$ cat config.mk
export PLATFORM = sky130hd
export DESIGN_NAME = pipeline_hazard_ctrl
export DESIGN_NICKNAME = d
export VERILOG_FILES = /design/src/rtl/pipeline_hazard_ctrl.sv
export SDC_FILE = /design/constraint.sdc
export NUM_CORES = 1
export LEC_CHECK = 0
export ABC_AREA = 1
export ABC_CLOCK_PERIOD_IN_PS = 850
export CAP_MARGIN = 15
export CORE_UTILIZATION = 29
export DETAILED_ROUTE_END_ITERATION = 16
export PLACE_DENSITY = 0.75
export SYNTH_ARGS = -nofsm -noshare
export SYNTH_HDL_FRONTEND = slang
export SYNTH_SLANG_ARGS = --single-unit
$ cat constraint.sdc
create_clock -name clk -period 0.85 [get_ports clk]
set_input_delay 0.1275 -clock clk [delete_from_list [all_inputs] [get_ports clk]]
set_output_delay 0.1275 -clock clk [all_outputs]
set_load 0.05 [all_outputs]
$ cat src/rtl/pipeline_hazard_ctrl.sv
// pipeline_hazard_ctrl: load-use stall, memory-busy freeze and branch flush
// control for the 5-stage IF/ID/EXE/MEM/WB pipeline.
// Optional feature: define HAZARD_PERF_CNT_EN to build the stall_cycles
// performance counter; otherwise stall_cycles is tied to zero.
module pipeline_hazard_ctrl #(
  parameter int REG_ADDR_W         = 4,
  parameter int NUM_SRC            = 2,
  parameter int LOAD_STALL_CYCLES  = 1,
  parameter int ZERO_REG_HARDWIRED = 1,
  parameter int PERF_CNT_W         = 16
) (
  input  logic                          clk,
  input  logic                          rst,
  input  logic                          ex_is_load,
  input  logic                          ex_wb_en,
  input  logic [REG_ADDR_W-1:0]         ex_wb_addr,
  input  logic [NUM_SRC*REG_ADDR_W-1:0] id_src_addr,
  input  logic [NUM_SRC-1:0]            id_src_used,
  input  logic                          branch_taken,
  input  logic                          mem_busy,
  output logic                          pc_pause,
  output logic                          if_id_pause,
  output logic                          id_exe_pause,
  output logic                          exe_mem_pause,
  output logic                          if_id_flush,
  output logic                          id_exe_flush,
  output logic [PERF_CNT_W-1:0]         stall_cycles
);

  typedef enum logic [0:0] {IDLE, LOAD_STALL} state_t;

  // Counter value loaded when a multi-cycle stall starts; the detection
  // cycle itself is the first stall cycle.
  localparam logic [2:0] STALL_RELOAD = 3'(LOAD_STALL_CYCLES - 1);

  state_t                state_reg, state_next;
  logic [2:0]            cnt_reg, cnt_next;
  logic [NUM_SRC-1:0]    src_match;
  logic                  dest_ok;
  logic                  hazard;

  // One comparator per ID source operand against the EXE destination.
  genvar gi;
  generate
    for (gi = 0; gi < NUM_SRC; gi++) begin : g_src
      assign src_match[gi] = id_src_used[gi] &&
                             (id_src_addr[gi*REG_ADDR_W +: REG_ADDR_W] == ex_wb_addr);
    end
    if (ZERO_REG_HARDWIRED != 0) begin : g_zero
      // Writes to the hardwired zero register never produce a value to wait for.
      assign dest_ok = (ex_wb_addr != '0);
    end else begin : g_nozero
      assign dest_ok = 1'b1;
    end
  endgenerate

  assign hazard = ex_is_load && ex_wb_en && dest_ok && (|src_match);

  // State and stall counter registers with synchronous active-low reset.
  always_ff @(posedge clk) begin
    if (!rst) begin
      state_reg <= IDLE;
      cnt_reg   <= 3'd0;
    end else begin
      state_reg <= state_next;
      cnt_reg   <= cnt_next;
    end
  end

  // Next-state and output decode: mem_busy freezes everything, then load stall, then branch flush.
  always_comb begin
    state_next    = state_reg;
    cnt_next      = cnt_reg;
    pc_pause      = 1'b0;
    if_id_pause   = 1'b0;
    id_exe_pause  = 1'b0;
    exe_mem_pause = 1'b0;
    if_id_flush   = 1'b0;
    id_exe_flush  = 1'b0;
    if (!rst) begin
      state_next = IDLE;
      cnt_next   = 3'd0;
    end else if (mem_busy) begin
      pc_pause      = 1'b1;
      if_id_pause   = 1'b1;
      id_exe_pause  = 1'b1;
      exe_mem_pause = 1'b1;
    end else begin
      case (state_reg)
        IDLE: begin
          if (hazard) begin
            pc_pause     = 1'b1;
            if_id_pause  = 1'b1;
            id_exe_flush = 1'b1;
            if (LOAD_STALL_CYCLES > 1) begin
              state_next = LOAD_STALL;
              cnt_next   = STALL_RELOAD;
            end
          end else if (branch_taken) begin
            if_id_flush = 1'b1;
          end
        end
        LOAD_STALL: begin
          // The load has left EXE, so the hazard input no longer matters here.
          pc_pause     = 1'b1;
          if_id_pause  = 1'b1;
          id_exe_flush = 1'b1;
          cnt_next     = cnt_reg - 3'd1;
          if (cnt_reg == 3'd1) begin
            state_next = IDLE;
          end
        end
        default: begin
          state_next = IDLE;
          cnt_next   = 3'd0;
        end
      endcase
    end
  end

`ifdef HAZARD_PERF_CNT_EN
  logic [PERF_CNT_W-1:0] stall_cnt_reg;

  // Saturating count of cycles in which the PC was held.
  always_ff @(posedge clk) begin
    if (!rst) begin
      stall_cnt_reg <= '0;
    end else if (pc_pause && !(&stall_cnt_reg)) begin
      stall_cnt_reg <= stall_cnt_reg + 1'b1;
    end
  end

  assign stall_cycles = rst ? stall_cnt_reg : '0;
`else
  assign stall_cycles = '0;
`endif

endmodule
-- Word-level counts from Yosys, hierarchy flattened
Index checks and enable logic that the tools add are counted.
- input bits: 20
- output and inout bits: 22
- flip-flop bits (word level): 4
- multiplexer cells: 15
- $add $sub $neg: 1
- equality and inequality tests: 3
- bitwise operators: 2
- reduce and logical (&&, ||, !) cells: 8
- operators with widths (cell ; count):
    $mux 1 ; 14
    $eq 4x4->1 ; 2
    $logic_and 1x1->1 ; 5
    $reduce_bool 4->1 ; 1
    $eq 3x1->1 const B ; 1
    $sub 3x1->3 const B ; 1
    $not 1->1 ; 2
    $pmux 1 s2 ; 1
    $reduce_and 2->1 ; 1
    $reduce_or 2->1 ; 1

-- Longest topological paths before layout
Gate-level depths: netlist (run 1).
- word-level depth: 8
- mapped depth: 11

-- Worst setup path after synthesis (run 1)
OpenSTA, ideal clock, no wires.
- path type: input to output
- start point: input port ex_wb_addr[3]
- end point: output port id_exe_flush
- path buffers: 0
- stages: 8
- arrival: 1.286 ns
- slack: -0.564 ns
- cell sequence: inv_1 nand2_1 nand2_1 nor2_2 nand3_1 nand2_1 nand2_2 a21oi_1
- longest elaborated chain between the ends: 8
- ends and longest elaborated chain (element ; RTL line ; RTL):
    start, declared ; 16 ; input logic [REG_ADDR_W-1:0] ex_wb_addr,
    $eq 4x4->1 ; 47 ; (id_src_addr[gi*REG_ADDR_W +: REG_ADDR_W] == ex_wb_addr);
    $logic_and 1x1->1 ; 46 ; assign src_match[gi] = id_src_used[gi] &&
    $reduce_or 2->1 ; 57 ; assign hazard = ex_is_load && ex_wb_en && dest_ok && (|src_match);
    $logic_and 1x1->1 * ; 57 ;
    $mux 1 * ; 91 ; if (hazard) begin
    $pmux 1 s2 * ; 89 ; case (state_reg)
    $mux 1 * ; 83 ; end else if (mem_busy) begin
    $mux 1 * ; 80 ; if (!rst) begin
    end, declared ; 26 ; output logic id_exe_flush,
Mark *: on every way between the ends. The rest lies on a longest branch, timed or not.

-- Final worst setup path (run 1)
- start point: input port id_src_addr[3]
- end point: output port if_id_pause
- longest elaborated chain between the ends: 8
- ends and longest elaborated chain (element ; RTL line ; RTL):
    start, declared ; 17 ; input logic [NUM_SRC*REG_ADDR_W-1:0] id_src_addr,
    $eq 4x4->1 ; 47 ;
    $logic_and 1x1->1 ; 46 ;
    $reduce_or 2->1 ; 57 ;
    $logic_and 1x1->1 ; 57 ;
    $mux 1 ; 91 ;
    $pmux 1 s2 ; 89 ;
    $mux 1 ; 83 ;
    $mux 1 ; 80 ;
    end, declared ; 22 ; output logic if_id_pause,
Every way passes these cells.

==> results of run 1 <==
## what timing repair did
item	CTS	global route
pin swaps	23	11
setup buffers	3	0
endpoints found under the hold margin	0	0
resized for setup	94	13
endpoints found under the setup margin	10	9
## report_power, final
| part | internal (mW) | total, mW | switching [mW] |
|---|---|---|---|
| clock network | 0.158 | 0.235 | 0.0770 |
| registers | 0.189 | 0.189 | 0.000000000000000140 |
| logic | 0.194 | 0.523 | 0.329 |
| total | 0.540 | 0.947 | 0.406 |
## layer usage
metal | share of wire | routed length, um | global-route usage | vias to the layer above
li1 | - | - | - | 311
met1 | 0.38 | 542 | 0.159 | 271
met2 | 0.55 | 773 | 0.253 | 27
met3 | 0.055 | 77 | 0.0245 | 2
met4 | 0.0099 | 14 | 0.0727 | 0
met5 | 0 | 0 | 0 | -
## synthesized netlist by cell type
cell     number
nand2_1      25
buf_4        18
inv_1        14
nor2_1        8
a21oi_1       4
dfxtp_1       4
nand3_1       4
a31oi_1       2
ha_1          2
inv_2         2
nand2_2       2
o21ai_0       2
xnor2_1       2
conb_1        1
nor2_2        1
## metrics by stage
stage | std cells | setup TNS, ns | worst slack, ns
floorplan | 106 | -0.691 | -0.285
global placement | 144 | -5.79 | -0.846
detailed placement | 144 | -6.02 | -0.878
CTS | 150 | -1.38 | -0.374
global route | 150 | -1.94 | -0.445
finish | 150 | -1.47 | -0.365
## path summary, 6_finish.rpt
kind              slack (ns)     endpoint
setup / recovery       -0.37  if_id_pause
hold / removal          0.26   cnt_reg[0]
setup reg to reg       -0.05   cnt_reg[0]
hold reg to reg         0.45    state_reg
## cell type report
type | count | share of cell area
Multi-Input combinational cell | 68 | 0.410
Inverter | 16 | 0.0860
Timing Repair Buffer | 34 | 0.372
Clock buffer | 3 | 0.0218
Sequential cell | 4 | 0.0799
Tap cell | 25 | 0.0303
## cells by family after synthesis
kind of cell,share of synthesized area
buffers and inverters,0.371
adder cells (fa/ha/maj),0.0475
AND/OR/NAND/NOR,0.309
XOR/XNOR,0.0333
other,0.00712
flip-flops,0.152
AO/OA/AOI/OAI,0.0808
## worst max-delay path, cell delays in order
cell,delay [ns]
buf_6,0.08
inv_2,0.03
nand2_2,0.05
nand2_1,0.05
nor2_1,0.10
nand3_1,0.10
nand2_1,0.10
nand2_2,0.09
nand2_4,0.09
nand2_4,0.06
nand2_8,0.07
buf_12,0.13
==> flow_summary.ini, run 1 <==
[setup_path]
worst-setup-path-type = in2out
critPathLaunchType = input pin
cp-end-kind = output pin
critical_path_arrival_ns = 1.09
crit_fanout = 2
r2r-start = state_reg
required_ns = 0.72
worst_r2r_path_depth = 5
worstSetupStartpoint = id_src_addr[3]

[layout]
utilization = 0.605
layout_common_cells = 16 x conb_1, 13 x nand2_1, 10 x nand2_2
synthToLayoutAreaGrowth_pct = 96.2
multi_input_area_um2 = 424
antenna_cells = 0
largest_reg_flops = 3
fin_nets = 149
final_cell_area_mm2 = 0.00103
final_common_cell = conb_1
seq_area_um2 = 82.6
final_layout_size_suffix_gt1_frac = 0.560
num-fill-cells = 146

[hold_path]
hp-class = in2reg
hold_depth = 4
min_from = rst

[grt]
grt_max_degree = 6
antenna_found_initial = 0
grt_overflow = 0
grt_pass1_vias = 544
grt_pass1_wl_um = 2070
grtUsageTotal = 0.141

[sta]
fin_crit_sh = 1.43
fin_ws_ns = -0.365
fin_hold_ws_ns = 0.263
skew_ns = 0.00420
slew_viol_final = 0
finalHoldViolations = 0
rsz0062_at_grt = true
finalSetupViolCount = 8
min_period_ns = 1.22
clock.fmax_mhz = 823

[drt]
drt_iter0_markers = 4
wl_per_cell_um = 9.39
drtPass1Iterations = 3
vias = 611
drcViolationCount = 0
routed_wl_um = 1410
vias_per_cell = 4.07
antenna_left = 0

[yosys]
syn_inst = 91
yosysWarnings = 0
netlist_area_um2 = 527
synth_cell_type_count = 15
yosys.area.top_type_share = 0.257
synthTopCellsByArea = buf_4 26%, nand2_1 18%, dfxtp_1 15%, inv_1 10%, nor2_1 5.7%
synth_top_area_cell = buf_4
ys_seq_elements = 4
syn-mean-instance-area_um2 = 5.79
yosysSeqAreaShare = 0.152

[clocking]
cts_tree = done
cts_hold_buffers = 0
htree_levels = 1
clk_latency_ns = 0.23
cts.clk_slew.worst_paths_ns = 0.04
cts_buffers = 3
cts_buffer_depth = 2
cts_sinks = 4
cts_root_buffer = clkbuf_4

[pwr]
p_leak_nw = 0.498
peakVddDrop_uv = 813
power.total_mw = 0.947
powerDensity_mw_per_mm2 = 916

[floorplan]
die_w_um = 44.6
die_area_mm2 = 0.00199
coreArea_mm2 = 0.00171
start_util = 0.308
io_pins = 42
row_count = 15
die_h_um = 44.6

[place]
dpl.hpwl_um = 1090
port_buffers = 25
placed_area_um2 = 925
gp_congestion = 0.740

[status]
status = finished with violations
violations = negative setup slack

[job]
cap_violations = 0
No activity file was read; power rests on OpenSTA's default activity.
==> run 2: changes to the inputs <==
--- a/config.mk
+++ b/config.mk
@@ -8,7 +8,9 @@
 export ABC_AREA = 1
 export ABC_CLOCK_PERIOD_IN_PS = 850
 export CAP_MARGIN = 15
+export CORE_ASPECT_RATIO = 0.75
 export CORE_UTILIZATION = 29
+export CTS_CLUSTER_SIZE = 14
 export DETAILED_ROUTE_END_ITERATION = 16
 export PLACE_DENSITY = 0.75
 export SYNTH_ARGS = -nofsm -noshare
==> run 2 against run 1 <==
The flow still finishes with violations (negative setup slack). Sequential share of layout area grew 0.14 points. Critical path depth shrank 1. Global-route usage grew 1.9 points. Critical endpoint is now if_id_flush. Largest cell class unchanged. Highest routed layer unchanged.
==> flow_summary.ini, run 2 (synthesized netlist as in run 1, its figures left out) <==
[grt]
grt_overflow = 0
antenna_found_initial = 0
grt_pass1_vias = 555
grt_pass1_wl_um = 2260
grtUsageTotal = 0.161
grt_max_degree = 6

[drt]
wl_per_cell_um = 9.39
drtPass1Iterations = 2
antenna_left = 0
vias_per_cell = 3.99
routed_wl_um = 1360
vias = 579
drt_iter0_markers = 3
drcViolationCount = 0

[clocking]
cts_hold_buffers = 0
htree_levels = 1
clk_latency_ns = 0.23
cts_tree = done
cts.clk_slew.worst_paths_ns = 0.04
cts_sinks = 4
cts_buffers = 3
cts_buffer_depth = 2
cts_root_buffer = clkbuf_4

[pwr]
p_sw_mw = 0.408
switching_share = 0.427
seqPwrFrac = 0.197
peakVddDrop_uv = 760
power.total_mw = 0.956
internal_power_mw = 0.548
combPwrFrac = 0.555
powerDensity_mw_per_mm2 = 927
clkPwrFrac = 0.248
p_leak_nw = 0.506

[layout]
antenna_cells = 0
num-fill-cells = 141
fin_nets = 148
synthToLayoutAreaGrowth_pct = 95.7
layout_common_cells = 16 x conb_1, 14 x nand2_1, 9 x nand2_2
largest_reg_flops = 3
utilization = 0.648
final_layout_size_suffix_gt1_frac = 0.556
final_common_cell = conb_1

[sta]
finalHoldViolations = 0
skew_ns = 0.000354
fin_hold_ws_ns = 0.265
clock.fmax_mhz = 827
fin_ws_ns = -0.359
min_period_ns = 1.21
fin_crit_sh = 1.42
finalSetupViolCount = 5
slew_viol_final = 0
setup_tns_ns = -1.39
rsz0062_at_grt = true

[floorplan]
die_area_mm2 = 0.00199
io_pins = 42
die_w_um = 51.2
start_util = 0.331
die_h_um = 38.9
coreArea_mm2 = 0.00159
row_count = 12

[place]
dpl.hpwl_um = 1140
pre_cts_slack_ns = -0.878
gp_congestion = 0.833
port_buffers = 25

[setup_path]
critPathLaunchType = input pin
worst-setup-path-type = in2out
crit_fanout = 3
required_ns = 0.72
rrSetupSlack_ns = -0.03
cp-end-kind = output pin
critical_path_arrival_ns = 1.08

[hold_path]
hp-class = in2reg

[job]
cap_violations = 0

[status]
violations = negative setup slack
status = finished with violations
[run 2: per-layer routing]
layer  up-vias  GRT usage  wire length [um]
met1       249      0.174               554
met5         -          0                 0
li1        307          -                 -
met4         0      0.101                27
met3         4     0.0235                56
met2        19      0.303               723
[run 2: stage by stage]
step / cells / cell area, um^2
CTS: 145 / 988
global route: 145 / 1030
detailed placement: 141 / 927
finish: 145 / 1030
global placement: 141 / 927
floorplan: 106 / 688
[run 2: worst max-delay path: stages]
cell	delay [ns]
buf_8	0.10
inv_4	0.06
nand2_2	0.05
nand2_2	0.07
nor2_2	0.04
nand3_1	0.07
nand2_1	0.06
nand2_2	0.11
nand2_4	0.07
nor2_2	0.16
buf_12	0.15
[run 2: final cells by class]
class,instances,area [um^2],share of cell area
Tap cell,21,26.3,0.0255
Sequential cell,4,83.8,0.0813
Inverter,16,88.8,0.0862
Timing Repair Buffer,33,383,0.371
Clock buffer,3,22.5,0.0218
Multi-Input combinational cell,68,427,0.414
[run 2: what timing repair did]
| action | CTS | global route |
|---|---|---|
| buffers inserted | 1 | 0 |
| pin swaps | 22 | 8 |
| setup endpoints to repair | 10 | 9 |
| resized for setup | 93 | 14 |
[run 2: worst paths after layout]
check,from,endpoint,depth (start not counted)
min,mem_busy,cnt_reg[2],5
max,ex_wb_addr[3],if_id_flush,11
max reg2reg,state_reg,cnt_reg[0],5
min reg2reg,state_reg,state_reg,2
[run 2: power groups by stage]
stage	registers, mW	logic, mW	clock network [mW]
6_report	0.189	0.531	0.237
5_1_grt	0.188	0.559	0.254
4_1_cts	0.189	0.518	0.247
3_5_place_dp	0.192	0.504	0
3_3_place_gp	0.192	0.500	0
2_1_floorplan	0.192	0.366	0
==> edit 1, RTL diff (settings of run 1) <==
Add a define of `HAZARD_PERF_CNT_EN`.
--- a/src/rtl/pipeline_hazard_ctrl.sv
+++ b/src/rtl/pipeline_hazard_ctrl.sv
@@ -2,6 +2,8 @@
 // control for the 5-stage IF/ID/EXE/MEM/WB pipeline.
 // Optional feature: define HAZARD_PERF_CNT_EN to build the stall_cycles
 // performance counter; otherwise stall_cycles is tied to zero.
+`define HAZARD_PERF_CNT_EN
+
 module pipeline_hazard_ctrl #(
   parameter int REG_ADDR_W         = 4,
   parameter int NUM_SRC            = 2,
Function: changed (a bounded check fails within 4 cycles, from zero or initial values and one cycle with rst low).
==> edit 1 against run 1 <==
The run still ends with setup timing left. Synthesized area grew to 3.0 times the old value. Sequential cell count grew 16. Routed wire length grew to 4.3 times the old value. Design area grew to 3.2 times the old value. Critical path depth is the same. Setup slack lost 380 ps. Total power grew to 2.8 times the old value. Die area grew to 2.9 times the old value. Sequential share of layout area grew 5.1 points. Critical path type is now flop to flop. Highest routed layer unchanged.
==> edit 1: results (changes against run 1) <==
fraction of area in registers 13.12% (+5.1 points); share of cells above drive strength 1 68.47% (+12 points); Peak VDD IR 679.1 uV (-16%); worst hold slack 298.0 ps (+35.45 ps); synth top area cells dfxtp_1 (25%), nand2_1 (17%), inv_1 (11%); Placed Area 0.002708 mm^2 (+190%); nonclk buf count 111 (+230%); multi-input logic portion of the cell area 35.85% (-5.2 points); # placed instances 387 (+170%); synthesized instance count 244 (+170%); clock skew 3.770 ps (-0.4251 ps); Finished Layout Cells 422 (+180%); Nets 376 (+150%); GRT Resource Usage Total 20.45% (+6.3 points); Setup Total Neg Slack -17950 ps (-16470 ps); drt total wl 6049 um (+330%); NonClk Buf Share 38.13% (+0.97 points); Yosys cell types 36 (+21); number of I/O port buffers 41 (+64%); met3 WL 195 um (+150%); max reg flops 16 (+13); CP max stage delay 390 ps (+260 ps); clock buffers 4 (+1); clk slew on worst S/H paths 80 ps (+40 ps); met2 Resource Use GR 39.09% (+14 points); status finished with violations; final worst slack -740.8 ps (-375.8 ps); clk_lat worst skew 260 ps (+30 ps); CP max-delay cell dfxtp_4; failing checks setup timing; wl on met1 2305 um (+330%); vias in the first global route 1936 (+260%); Root Driver clkbuf_8; final setup vio count 42 (+34); Seq/Total Area, Yosys 25.40% (+10 points)
edit 1: logic make-up after synthesis:
group,share of synthesized area [%]
flip-flops,25.40
XOR/XNOR,6.747
AND/OR/NAND/NOR,42.54
buffers and inverters,16.43
AO/OA/AOI/OAI,6.508
adder cells (fa/ha/maj),2.381
edit 1: power by group:
part           switching [uW]  internal, uW
Clock                     348           413
Combinational             443           444
Sequential               34.2           951
edit 1: worst paths after layout:
check,start,endpoint,depth (start not counted)
min reg2reg,cnt_reg[2],cnt_reg[2],2
min,rst,stall_cnt_reg[13],4
max reg2reg,stall_cnt_reg[1],stall_cnt_reg[14],12
max,stall_cnt_reg[1],stall_cnt_reg[14],12
edit 1: tightest hold or removal path, cell delays in order:
cell    delay [ps]
buf_12          90
inv_2           70
buf_4          150
nor2_2          80
edit 1: timing repair:
item / in CTS / in global routing
endpoints found under the setup margin: 42 / 42
setup buffers: 17 / 17
pin swaps: 46 / 24
gates resized for setup: 163 / 32
cloned: 2 / 0
==> edit 2, RTL diff (settings of run 1) <==
Without the edit above. Set the parameter `ZERO_REG_HARDWIRED` to 0 (it was 1).
--- a/src/rtl/pipeline_hazard_ctrl.sv
+++ b/src/rtl/pipeline_hazard_ctrl.sv
@@ -6,7 +6,7 @@
   parameter int REG_ADDR_W         = 4,
   parameter int NUM_SRC            = 2,
   parameter int LOAD_STALL_CYCLES  = 1,
-  parameter int ZERO_REG_HARDWIRED = 1,
+  parameter int ZERO_REG_HARDWIRED = 0,
   parameter int PERF_CNT_W         = 16
 ) (
   input  logic                          clk,
Behaviour: not the same (Yosys sat finds a counterexample within 4 cycles, from zero or initial values and one cycle with rst low).
==> edit 2 against run 1 <==
The run still ends with setup timing left. Setup slack better by 30 ps. Synthesized cell count up 1.1%. Sequential cell count unchanged. Critical path depth down 2. Fmax up 2.5%. Total power down 5.0%. Global-route usage down 1.3 points. Largest cell class unchanged. Sequential share of layout area up 0.80 points. Non-clock buffer count down 5. Design area down 7.7%. Routed wire length down 8.4%. Clock skew down 2.5 ps. Synthesized area down 0.47%.
==> edit 2: results (changes against run 1) <==
DRT Pass-1 Iters 2 (-1); Clock Tree Buf Depth 2 (unchanged); Placer Congestion 0.7156 (-3.3%); worst r2r dst cnt_reg[0]; worst setup slack after placement -898.0 ps (-19.88 ps); synth top area cells buf_4 (26%), nand2_1 (17%), dfxtp_1 (15%); vias in the first global route 501 (-7.9%); failing checks setup timing; Worst setup startpoint id_src_used[1]; post-detailed-route wirelength per cell 8.897 um (-5.2%); Root Driver clkbuf_4; number of inserted diodes 0 (unchanged); crit path capture if_id_pause; Worst Path Max Fanout 2 (unchanged); H-tree levels 1 (unchanged); clock buffer count from CTS 3 (unchanged); DP Wirelength 1012 um (-7.1%); max reg flops 3 (unchanged); clk_lat worst skew ~240 ps; Avg Cell Area, Syn 5.698 um^2 (-1.6%); Worst R2R Start state_reg; fillers 142 (-2.7%); initial antenna violation count 0 (unchanged); status finished with violations; final setup vio count 5 (-3); starting DRC count in detailed routing 9 (+5); Yosys cell types 15 (unchanged); FF-to-FF path depth 5 (unchanged); Ys Warns 0 (unchanged); # placed instances 141 (-2.1%); clk slew on worst S/H paths 40 ps (about the same); Synth Flop Type dfxtp_1; GRT Resource Usage Total 12.89% (-1.3 points); Finished Layout Cells 145 (-3.3%); r2r setup slk -40 ps; Seq/Total Area, Yosys 15.27% (+0.073 points); vias per cell 4.000 (-1.8%); ys async rst share 0% (unchanged); clock skew 1.736 ps (-2.459 ps); Peak VDD IR 672.3 uV (-17%); number of I/O port buffers 25 (unchanged); Nets 145 (-2.7%); LEAKAGE 0.0004765 uW (-4.3%); number of remaining DRC errors 0 (unchanged); share of cells above drive strength 1 53.72% (-2.3 points); hold crit path type input port to flop; final worst slack -334.9 ps (+30.14 ps); CP arrival 1060 ps (-30 ps); first-pass GRT wire length 1863 um (-10%); largest net degree at the start of global routing 6 (unchanged); switch share 43.48% (+0.55 points); synth cell count leaders nand2_1 (24), buf_4 (18), inv_1 (18)
==> edit 2: changes by cell type after synthesis <==
cell / before / now
inv_2: 2 / 0
nor2_1: 8 / 9
nand2_1: 25 / 24
o21ai_1: 0 / 2
o21ai_0: 2 / 1
xnor2_1: 2 / 1
inv_1: 14 / 18
a31oi_1: 2 / 1
==> edit 2: worst max-delay path: stages <==
cell	delay, ps
dlygate4sd2_1	200
nand2_1	50
nor2_1	80
nand3_1	70
nand2_1	80
nand2_2	80
nand2_2	80
nand2_2	60
nand2_4	90
buf_12	140
==> edit 2: how the worst min path moves through the flow <==
stage,from,end,cells after the start
5_1_grt,mem_busy,cnt_reg[0],4
6_report,mem_busy,cnt_reg[0],4
3_3_place_gp,state_reg,state_reg,2
3_5_place_dp,state_reg,state_reg,2
4_1_cts,mem_busy,cnt_reg[2],4
2_1_floorplan,rst,cnt_reg[2],2
==> edit 2: power groups by stage <==
stage / Sequential [uW] / Clock, uW / Combinational, uW
after floorplan: 192 / 0 / 354
after global placement: 192 / 0 / 464
after detailed placement: 192 / 0 / 469
after CTS: 189 / 242 / 445
after global routing: 188 / 256 / 498
final: 189 / 237 / 473
==> edit 2: logic make-up after synthesis <==
kind of cell,share of synthesized area (%)
xor+xnor,1.671
simple gates,31.03
other cells,0.7153
flops,15.28
buf+inv,38.66
fa+ha+maj,4.773
compound gates,7.876
==> edit 2: what timing repair did <==
item / CTS / global route
endpoints found under the hold margin: 0 / 0
setup endpoints to repair: 10 / 8
hold buffers: 0 / 0
pin swaps: 20 / 16
gates resized for setup: 71 / 30
buffers inserted: 1 / 0
==> edit 2: per-layer routing <==
metal | global-route usage, % | vias to the layer above | routed length [um]
met5 | 0 | - | 0
met4 | 7.273 | 0 | 11
met3 | 1.224 | 2 | 60
met2 | 27.06 | 25 | 792
met1 | 11.46 | 256 | 425
li1 | - | 297 | -
==> edit 2: stage by stage <==
step	power (uW)	cell area [um^2]	hold WS, ps	TNS [ps]
floorplan	546.1	658.1	250.6	-779.5
global placement	655.2	870.8	431.2	-5246
detailed placement	660.2	870.8	435.3	-5497
CTS	875.2	872.1	261.9	-1431
global route	943.0	953.4	262.7	-1777
finish	899.0	953.4	248.6	-1291
==> edit 2: area by class of cell <==
type	instances	area share (%)
Clock buffer	3	2.362
Multi-Input combinational cell	67	42.52
Tap cell	24	3.150
Sequential cell	4	8.793
Inverter	18	9.580
Timing Repair Buffer	29	33.60
